[config.mk]
export PLATFORM = sky130hd
export DESIGN_NAME = mc_conv_seq
export DESIGN_NICKNAME = d
export VERILOG_FILES = /design/src/rtl/mc_conv_seq.sv
export SDC_FILE = /design/constraint.sdc
export NUM_CORES = 1
export LEC_CHECK = 0
export ABC_CLOCK_PERIOD_IN_PS = 4700
export BUFFER_PORTS_ARGS = -buffer_cell sky130_fd_sc_hd__buf_2
export CORE_MARGIN = 5
export CORE_UTILIZATION = 50
export CTS_BUF_LIST = sky130_fd_sc_hd__clkbuf_16
export DETAILED_ROUTE_END_ITERATION = 10
export PLACE_DENSITY = 0.68
export SYNTH_ARGS = -nofsm -noshare
export SYNTH_HDL_FRONTEND = slang
export SYNTH_SLANG_ARGS = --single-unit
[constraint.sdc]
create_clock -name clk -period 4.7 [get_ports clk]
set_input_delay 0.705 -clock clk [delete_from_list [all_inputs] [get_ports clk]]
set_output_delay 0.705 -clock clk [all_outputs]
set_load 0.1 [all_outputs]
[src/rtl/mc_conv_seq.sv]
// Dual-slope ADC conversion sequencer: AZ / INT / DEINT phasing, BCD count,
// result latch with range flags, and the free-running digit-strobe scan.
module mc_conv_seq #(
  parameter int AZ_CYCLES  = 4000,
  parameter int INT_CYCLES = 2000,
  parameter int DEINT_MAX  = 4000,
  parameter int DS_WIDTH   = 20,
  parameter bit CONT       = 1'b1
) (
  input  logic       clk,
  input  logic       R,
  input  logic       start,
  input  logic       cmp,
  input  logic       pol_in,
  output logic       az_en,
  output logic       int_en,
  output logic       deint_en,
  output logic       ref_neg,
  output logic       busy,
  output logic       eoc,
  output logic [3:0] q,
  output logic [3:0] ds,
  output logic       pol,
  output logic       ovr,
  output logic       udr
);

  localparam int M1  = (AZ_CYCLES > INT_CYCLES) ? AZ_CYCLES : INT_CYCLES;
  localparam int M2  = (M1 > DEINT_MAX) ? M1 : DEINT_MAX;
  localparam int CW0 = $clog2(M2 + 1);
  // wide enough to hold the 1999 over-range threshold
  localparam int CW  = (CW0 < 12) ? 12 : CW0;
  localparam int DW  = $clog2(DS_WIDTH + 1);

  typedef enum logic [2:0] {
    S_IDLE, S_AZ, S_INT, S_DEINT, S_LATCH
  } state_t;

  state_t          r_state;
  state_t          w_next;
  logic [CW-1:0]   r_cnt;
  logic [1:0]      r_b3;
  logic [3:0]      r_b2, r_b1, r_b0;
  logic [1:0]      r_d3;
  logic [3:0]      r_d2, r_d1, r_d0;
  logic            r_polc, r_tmo;
  logic            r_pol, r_ovr, r_udr;
  logic [3:0]      r_ds;
  logic [DW-1:0]   r_dsc;
  logic            w_ovr, w_udr;

  always_comb begin
    w_next   = r_state;
    az_en    = 1'b0;
    int_en   = 1'b0;
    deint_en = 1'b0;
    ref_neg  = 1'b0;
    busy     = 1'b1;
    eoc      = 1'b0;
    unique case (r_state)
      S_IDLE: begin
        busy = 1'b0;
        if (CONT || start) w_next = S_AZ;
      end
      S_AZ: begin
        az_en = 1'b1;
        if (r_cnt == CW'(AZ_CYCLES - 1)) w_next = S_INT;
      end
      S_INT: begin
        int_en = 1'b1;
        if (r_cnt == CW'(INT_CYCLES - 1)) w_next = S_DEINT;
      end
      S_DEINT: begin
        deint_en = 1'b1;
        ref_neg  = ~r_polc;
        if (!cmp || r_cnt == CW'(DEINT_MAX - 1)) w_next = S_LATCH;
      end
      S_LATCH: begin
        eoc    = 1'b1;
        w_next = CONT ? S_AZ : S_IDLE;
      end
      default: w_next = S_IDLE;
    endcase
  end

  assign w_ovr = (r_cnt > CW'(1999)) | r_tmo;
  assign w_udr = (r_cnt < CW'(180)) & ~w_ovr;

  always_ff @(posedge clk) begin
    if (!R) begin
      r_state <= S_IDLE;
      r_cnt   <= '0;
      r_b3    <= '0;
      r_b2    <= '0;
      r_b1    <= '0;
      r_b0    <= '0;
      r_d3    <= '0;
      r_d2    <= '0;
      r_d1    <= '0;
      r_d0    <= '0;
      r_polc  <= 1'b0;
      r_tmo   <= 1'b0;
      r_pol   <= 1'b0;
      r_ovr   <= 1'b0;
      r_udr   <= 1'b0;
    end else begin
      r_state <= w_next;
      unique case (r_state)
        S_AZ: r_cnt <= (w_next == S_AZ) ? r_cnt + CW'(1) : '0;
        S_INT: begin
          if (w_next == S_INT) begin
            r_cnt <= r_cnt + CW'(1);
          end else begin
            r_cnt  <= '0;
            r_polc <= pol_in;
            r_tmo  <= 1'b0;
            r_b3   <= '0;
            r_b2   <= '0;
            r_b1   <= '0;
            r_b0   <= '0;
          end
        end
        S_DEINT: begin
          if (cmp) begin
            if (r_cnt == CW'(DEINT_MAX - 1)) begin
              r_tmo <= 1'b1;
            end else begin
              r_cnt <= r_cnt + CW'(1);
              if (r_b0 != 4'd9) begin
                r_b0 <= r_b0 + 4'd1;
              end else begin
                r_b0 <= '0;
                if (r_b1 != 4'd9) begin
                  r_b1 <= r_b1 + 4'd1;
                end else begin
                  r_b1 <= '0;
                  if (r_b2 != 4'd9) begin
                    r_b2 <= r_b2 + 4'd1;
                  end else begin
                    r_b2 <= '0;
                    r_b3 <= r_b3 + 2'd1;
                  end
                end
              end
            end
          end
        end
        S_LATCH: begin
          r_cnt <= '0;
          r_d3  <= r_b3;
          r_d2  <= r_b2;
          r_d1  <= r_b1;
          r_d0  <= r_b0;
          r_pol <= r_polc;
          r_ovr <= w_ovr;
          r_udr <= w_udr;
        end
        default: r_cnt <= '0;
      endcase
    end
  end

  // scan free-runs regardless of conversion state
  always_ff @(posedge clk) begin
    if (!R) begin
      r_ds  <= 4'b1000;
      r_dsc <= '0;
    end else if (r_dsc == DW'(DS_WIDTH - 1)) begin
      r_dsc <= '0;
      r_ds  <= {r_ds[0], r_ds[3:1]};
    end else begin
      r_dsc <= r_dsc + DW'(1);
    end
  end

  always_comb begin
    q = 4'd0;
    unique case (1'b1)
      r_ds[3]: q = {2'b00, r_d3};
      r_ds[2]: q = r_d2;
      r_ds[1]: q = r_d1;
      r_ds[0]: q = r_d0;
      default: q = 4'd0;
    endcase
  end

  assign ds  = r_ds;
  assign pol = r_pol;
  assign ovr = r_ovr;
  assign udr = r_udr;

endmodule

Yosys cells after proc, flatten, opt, wreduce, memory -nomap -nowiden
Cells that the tools add are included.
{ "op_classes": {"addsub": 6, "n_lt_le_gt_ge": 2, "eq_ne": 19, "n_mux": 43, "bitwise": 6, "n_reduce_logical": 13} }
{ "op_table": {"columns": ["op", "count"], "rows": [
  ["4-bit two-way mux", 13],
  ["12-bit two-way mux", 4],
  ["12-bit case mux with 3 select lines", 1],
  ["4-bit case mux with 2 select lines", 3],
  ["4-bit case mux with 4 select lines", 1],
  ["2-bit inequality test, second input constant", 7],
  ["12-bit by 1-bit adder with 12-bit output, second input constant", 1],
  ["4-bit by 1-bit adder with 4-bit output, second input constant", 3],
  ["12-bit by 11-bit == test with 1-bit output, second input constant", 1],
  ["12-bit == test, second input constant", 1],
  ["12-bit by 11-bit greater-than comparator with 1-bit output, second input constant", 1],
  ["12-bit by 8-bit < comparator with 1-bit output, second input constant", 1],
  ["2-bit two-way mux", 6],
  ["4-bit inequality test, second input constant", 3],
  ["3-bit case mux with 4 select lines", 1],
  ["3-bit by 2-bit == test with 1-bit output, second input constant", 3],
  ["1-bit two-way mux", 9],
  ["3-bit two-way mux", 3],
  ["4-bit AND reduction", 2],
  ["7-bit AND reduction", 1],
  ["3-bit by 1-bit == test with 1-bit output, second input constant", 2],
  ["6-bit AND reduction", 1],
  ["5-bit by 1-bit adder with 5-bit output, second input constant", 1],
  ["5-bit == test, second input constant", 1],
  ["14 further kinds", 19]
]} }
{ "word_totals": {"register_bits": 57, "inputBits": 5, "out_inout_bits": 17, "elab_cells": 106} }

Depth between registers and ports, before layout
{ "depth": {"depth_word": 7, "mapped_depth": 7, "depth_no_buf": 7} }

Least setup slack after synthesis
Ideal clock, no wire load.
{ "synth_timing": {"kind": "register to register", "startpoint": "reg r_state[2]", "endpoint": "reg r_b2[2]", "setup_time_ns": 0.070, "arrival_time_ns": 2.694, "required_time_ns": 4.630, "path_slack_ns": 1.936, "stages_incl_launch_ff": 8, "n_path_buf": 1, "synth_period_minus_slack_ns": 2.764, "path_cell_list": "dfxtp_1 > clkbuf_1 > nand3b_1 > clkinv_1 > nand2_1 > o211ai_2 > or4_1 > a21oi_1"} }
{ "synth_via": {"elab_chain_len": 6, "elab_cells_between_ends": 19, "cone_classes": "eq/ne (10); mux (5); reduce/logical (4)"} }
{ "synth_lines": {"columns": ["element", "line_no", "rtl"], "rows": [
  ["from (decl)", "39", "state_t r_state;"],
  ["from (signal assigned)", "107", "r_state <= w_next;"],
  ["3-bit == test / 3-bit zero test (equally long branches)", "60", "unique case (r_state)"],
  ["2-bit OR reduction (no line)", null, null],
  ["3-bit case mux with 4 select lines", "60", null],
  ["3-bit by 2-bit == test with 1-bit output", "111", "if (w_next == S_INT) begin"],
  ["2-bit inequality test (no line)", null, null],
  ["6-bit AND reduction (no line)", null, null],
  ["to (signal assigned)", "138", "r_b2 <= r_b2 + 4'd1;"],
  ["to (decl)", "43", "logic [3:0] r_b2, r_b1, r_b0;"]
]} }
Several ways; a longest one is shown, not always the timed one.
A chain may end at the register's enable or synchronous reset.

Worst setup path after layout
{ "layout_timing": {"startpoint": "reg r_state[0]", "endpoint": "out eoc"} }
{ "layout_via": {"elab_chain_len": 2} }
{ "layout_lines": {"columns": ["element", "line_no", "rtl"], "rows": [
  ["3-bit == test", "60", null],
  ["1-bit two-way mux", "60", null],
  ["to (decl)", "20", "output logic eoc,"]
]} }
Every way passes these cells.

==> Flow_metrics.wiki <==
{| class="wikitable"
! Metric !! Value
|-
| Max VDD drop || 0.0003037 V
|-
| Distinct cell type count after synthesis || 48
|-
| EDFF count, synth || 0
|-
| Final hold violations || 0
|-
| Ant. Diodes || 0
|-
| Gate Count Post-Synth || 335
|-
| Transition time of the tightest slew-check pin || 671.4 ps
|-
| Weighted congestion reported at the end of routability-driven placement || 0.8371
|-
| Die X-Extent || 83.66 um
|-
| Total global-route track usage || 0.1950
|-
| Total congestion overflow || 0
|-
| Power dissipated by switching net loads || 0.2500 mW
|-
| Internal Dissipation || 1.008 mW
|-
| Warnings from Yosys || 0
|-
| Number of core rows || 26
|-
| Level count of the clock H-tree || 3
|-
| Via count of the first global-routing pass || 2,316
|-
| Final setup slack of the worst path || 1784 ps
|-
| Most used DFF post-synth || sky130_fd_sc_hd__dfxtp_1
|-
| Routed vias/inst || 5.833
|-
| Number of DRC violations after detailed-routing iteration 0 || 169
|-
| Effective utilization at floorplan || 0.5244
|-
| Final total negative setup slack || 0 ps
|-
| Unrepaired setup endpoints after global routing || no
|-
| Slew headroom || 0.5490
|-
| Yosys reg bits || 57
|-
| Post-Syn Area || 0.002713 mm^2
|-
| Fin util || 0.6166
|-
| Leakage power of the design || 1.221 nW
|-
| Routed via count || 2,508
|-
| Endpoints failing setup || 0
|-
| Clock skew after layout || 5.094 ps
|-
| Core ar. || 0.005172 mm^2
|-
| Part of the Yosys area used for sequential elements || 0.4207
|-
| Worst EP arrival || 2210 ps
|-
| DP Worst Slack || 2078 ps
|-
| Ys async rst share || 0
|-
| Nets || 368
|-
| Number of buffers on the longest clock path || 2
|-
| Wire length per cell || 15.03 um
|-
| Y dimension of the die || 83.66 um
|-
| Clock share of power || 0.585
|-
| Number of antenna violations at the first check in global routing || 0
|-
| Final cycle utilization of the critical path || 0.6205
|-
| Sw Ratio || 0.1988
|-
| Worst Path Class, Setup || reg2out
|-
| Number of iterations in the first detailed-routing pass || 5
|-
| Clock tree from TritonCTS || done
|-
| Max-capacitance violation count || 0
|-
| Sequential cell fraction of total power || 0.391
|-
| Later-pin clock latency in the skew report || 330 ps
|-
| Clock net sink count || 57
|-
| Die outline area || 0.006998 mm^2
|-
| Buffers inserted by post-CTS timing repair || 0
|-
| Type of element capturing the critical path || output pin
|-
| Max-slew violations || 0
|-
| Leading cell types in the layout, fill and taps excluded || sky130_fd_sc_hd__nand2_1, sky130_fd_sc_hd__dfxtp_1, sky130_fd_sc_hd__a21oi_1, sky130_fd_sc_hd__nor2_1, sky130_fd_sc_hd__buf_2
|-
| Clock buffer count from CTS || 9
|-
| DRC violation count after routing || 0
|-
| Post-route minimum period || 2916 ps
|-
| Wire length of the first global-routing pass || 11,130 um
|-
| Achievable frequency || 342.9 MHz
|-
| Buffers on Ports || 20
|-
| Number of buffers inserted by hold repair at cts || 0
|-
| Total power divided by cell area || 394.4 mW/mm^2
|-
| Sum of routed wire length over all layers || 6462 um
|-
| Most common cell after layout, fill and taps aside || sky130_fd_sc_hd__nand2_1
|-
| Launching element type of the critical path || flop
|-
| IO Count || 22
|-
| Comb power frac || 0.025
|-
| Crit path required time || 3990 ps
|-
| R2R setup slack || 2020 ps
|-
| Hpwl dp || 4353 um
|-
| Area Overhead vs Synth || 17.57%
|-
| HP Class || reg2reg
|-
| Average footprint of a synthesized cell || 8.097 um^2
|-
| Maximum number of pins on one net before global-route repair || 26
|-
| CP Max Fanout || 18
|-
| Post-DRT Antenna Nets || 0
|-
| Synth Net Count || 348
|-
| Gates resized, CTS repair || 0
|-
| Clock root buffer || sky130_fd_sc_hd__clkbuf_16
|-
| Result of the run || finished, final reports clean
|-
| Layout cell share with drive strength beyond 1 || 0.1139
|-
| Clock slew at reported path FFs || 50 ps
|}
## critical path: stages (launching register included)
cell                       delay, ps
sky130_fd_sc_hd__dfxtp_1         530
sky130_fd_sc_hd__nor2_1          140
sky130_fd_sc_hd__nand2_1          90
sky130_fd_sc_hd__buf_4           230
sky130_fd_sc_hd__clkinv_1        430
sky130_fd_sc_hd__buf_2           460
## final cells by class
type	instances	area, um^2
clock inverter	7	110.1
tap	70	87.58
fill	461	1983
multi-input combinational	253	1465
inverter	12	45.04
sequential	57	1141
clock buffer	9	225.2
timing repair buffer	22	115.1
## synthesized netlist by cell type (3+ instances only)
master | number | area [um^2]
sky130_fd_sc_hd__a22o_1 | 7 | 61.31
sky130_fd_sc_hd__nand2b_1 | 5 | 31.28
sky130_fd_sc_hd__inv_1 | 10 | 37.54
sky130_fd_sc_hd__mux2i_1 | 3 | 30.03
sky130_fd_sc_hd__nand3_1 | 12 | 60.06
sky130_fd_sc_hd__dfxtp_1 | 57 | 1141
sky130_fd_sc_hd__a22oi_1 | 7 | 52.55
sky130_fd_sc_hd__nor2_1 | 31 | 116.4
sky130_fd_sc_hd__or4_1 | 8 | 60.06
sky130_fd_sc_hd__ha_1 | 8 | 100.1
sky130_fd_sc_hd__or3_1 | 8 | 50.05
sky130_fd_sc_hd__xnor2_1 | 3 | 26.28
sky130_fd_sc_hd__o21ai_0 | 14 | 70.07
sky130_fd_sc_hd__clkbuf_1 | 9 | 33.78
sky130_fd_sc_hd__nand3b_1 | 6 | 45.04
sky130_fd_sc_hd__nand2_1 | 62 | 232.7
sky130_fd_sc_hd__nor3_1 | 8 | 40.04
sky130_fd_sc_hd__a21oi_1 | 33 | 165.2
sky130_fd_sc_hd__and3_1 | 5 | 31.28
## power by group through the flow
stage	clock network, mW	logic, mW	registers [mW]
6_report	0.735	0.0313	0.491
5_1_grt	0.771	0.0347	0.491
4_1_cts	0.743	0.0313	0.491
3_5_place_dp	0	0.0311	0.501
3_3_place_gp	0	0.0311	0.501
2_1_floorplan	0	0.0250	0.499
## state kept, by name, summed over array words and instances (netlist names), 3 cells and up
register and flops:
r_cnt 12, r_dsc 5, ds 4, r_b0 4, r_b1 4, r_b2 4
r_d0 4, r_d1 4, r_d2 4, r_state 3
## logic make-up (layout without fill, tap and decap cells)
logic type,Yosys count,count (layout),synth area share
multiplexers,3,3,0.01107
flip-flops,57,57,0.4207
adder cells (fa/ha/maj),8,8,0.03690
AND/OR/NAND/NOR,159,159,0.2934
buffers and inverters,25,50,0.03921
AO/OA/AOI/OAI,78,78,0.1827
XOR/XNOR,5,5,0.01615
## routing by layer
layer | up-vias | wire length, um | global-route usage
met4 | 0 | 79 | 0.08041
met2 | 70 | 2967 | 0.2957
met1 | 1187 | 3032 | 0.2614
met3 | 7 | 383 | 0.05232
li1 | 1244 | - | -
met5 | - | 0 | 0
## path summary, 6_finish.rpt
| check | from | endpoint | depth (start not counted) |
|---|---|---|---|
| min | r_d0[3] | r_d0[3] | 2 |
| max | r_state[0] | eoc | 5 |
| min reg2reg | r_d0[3] | r_d0[3] | 2 |
| max reg2reg | r_cnt[8] | r_cnt[3] | 5 |
## through the flow
step | hold WS, ps | cell area, um^2 | cells | power, mW
5_1_grt | 477.3 | 3189 | 430 | 1.297
3_5_place_dp | 449.6 | 2854 | 414 | 0.5322
2_1_floorplan | 417.5 | 2713 | 335 | 0.5244
3_3_place_gp | 435.6 | 2854 | 414 | 0.5321
6_report | 454.3 | 3189 | 430 | 1.258
4_1_cts | 456.5 | 3189 | 430 | 1.265
No activity file was read; power rests on OpenSTA's default activity.
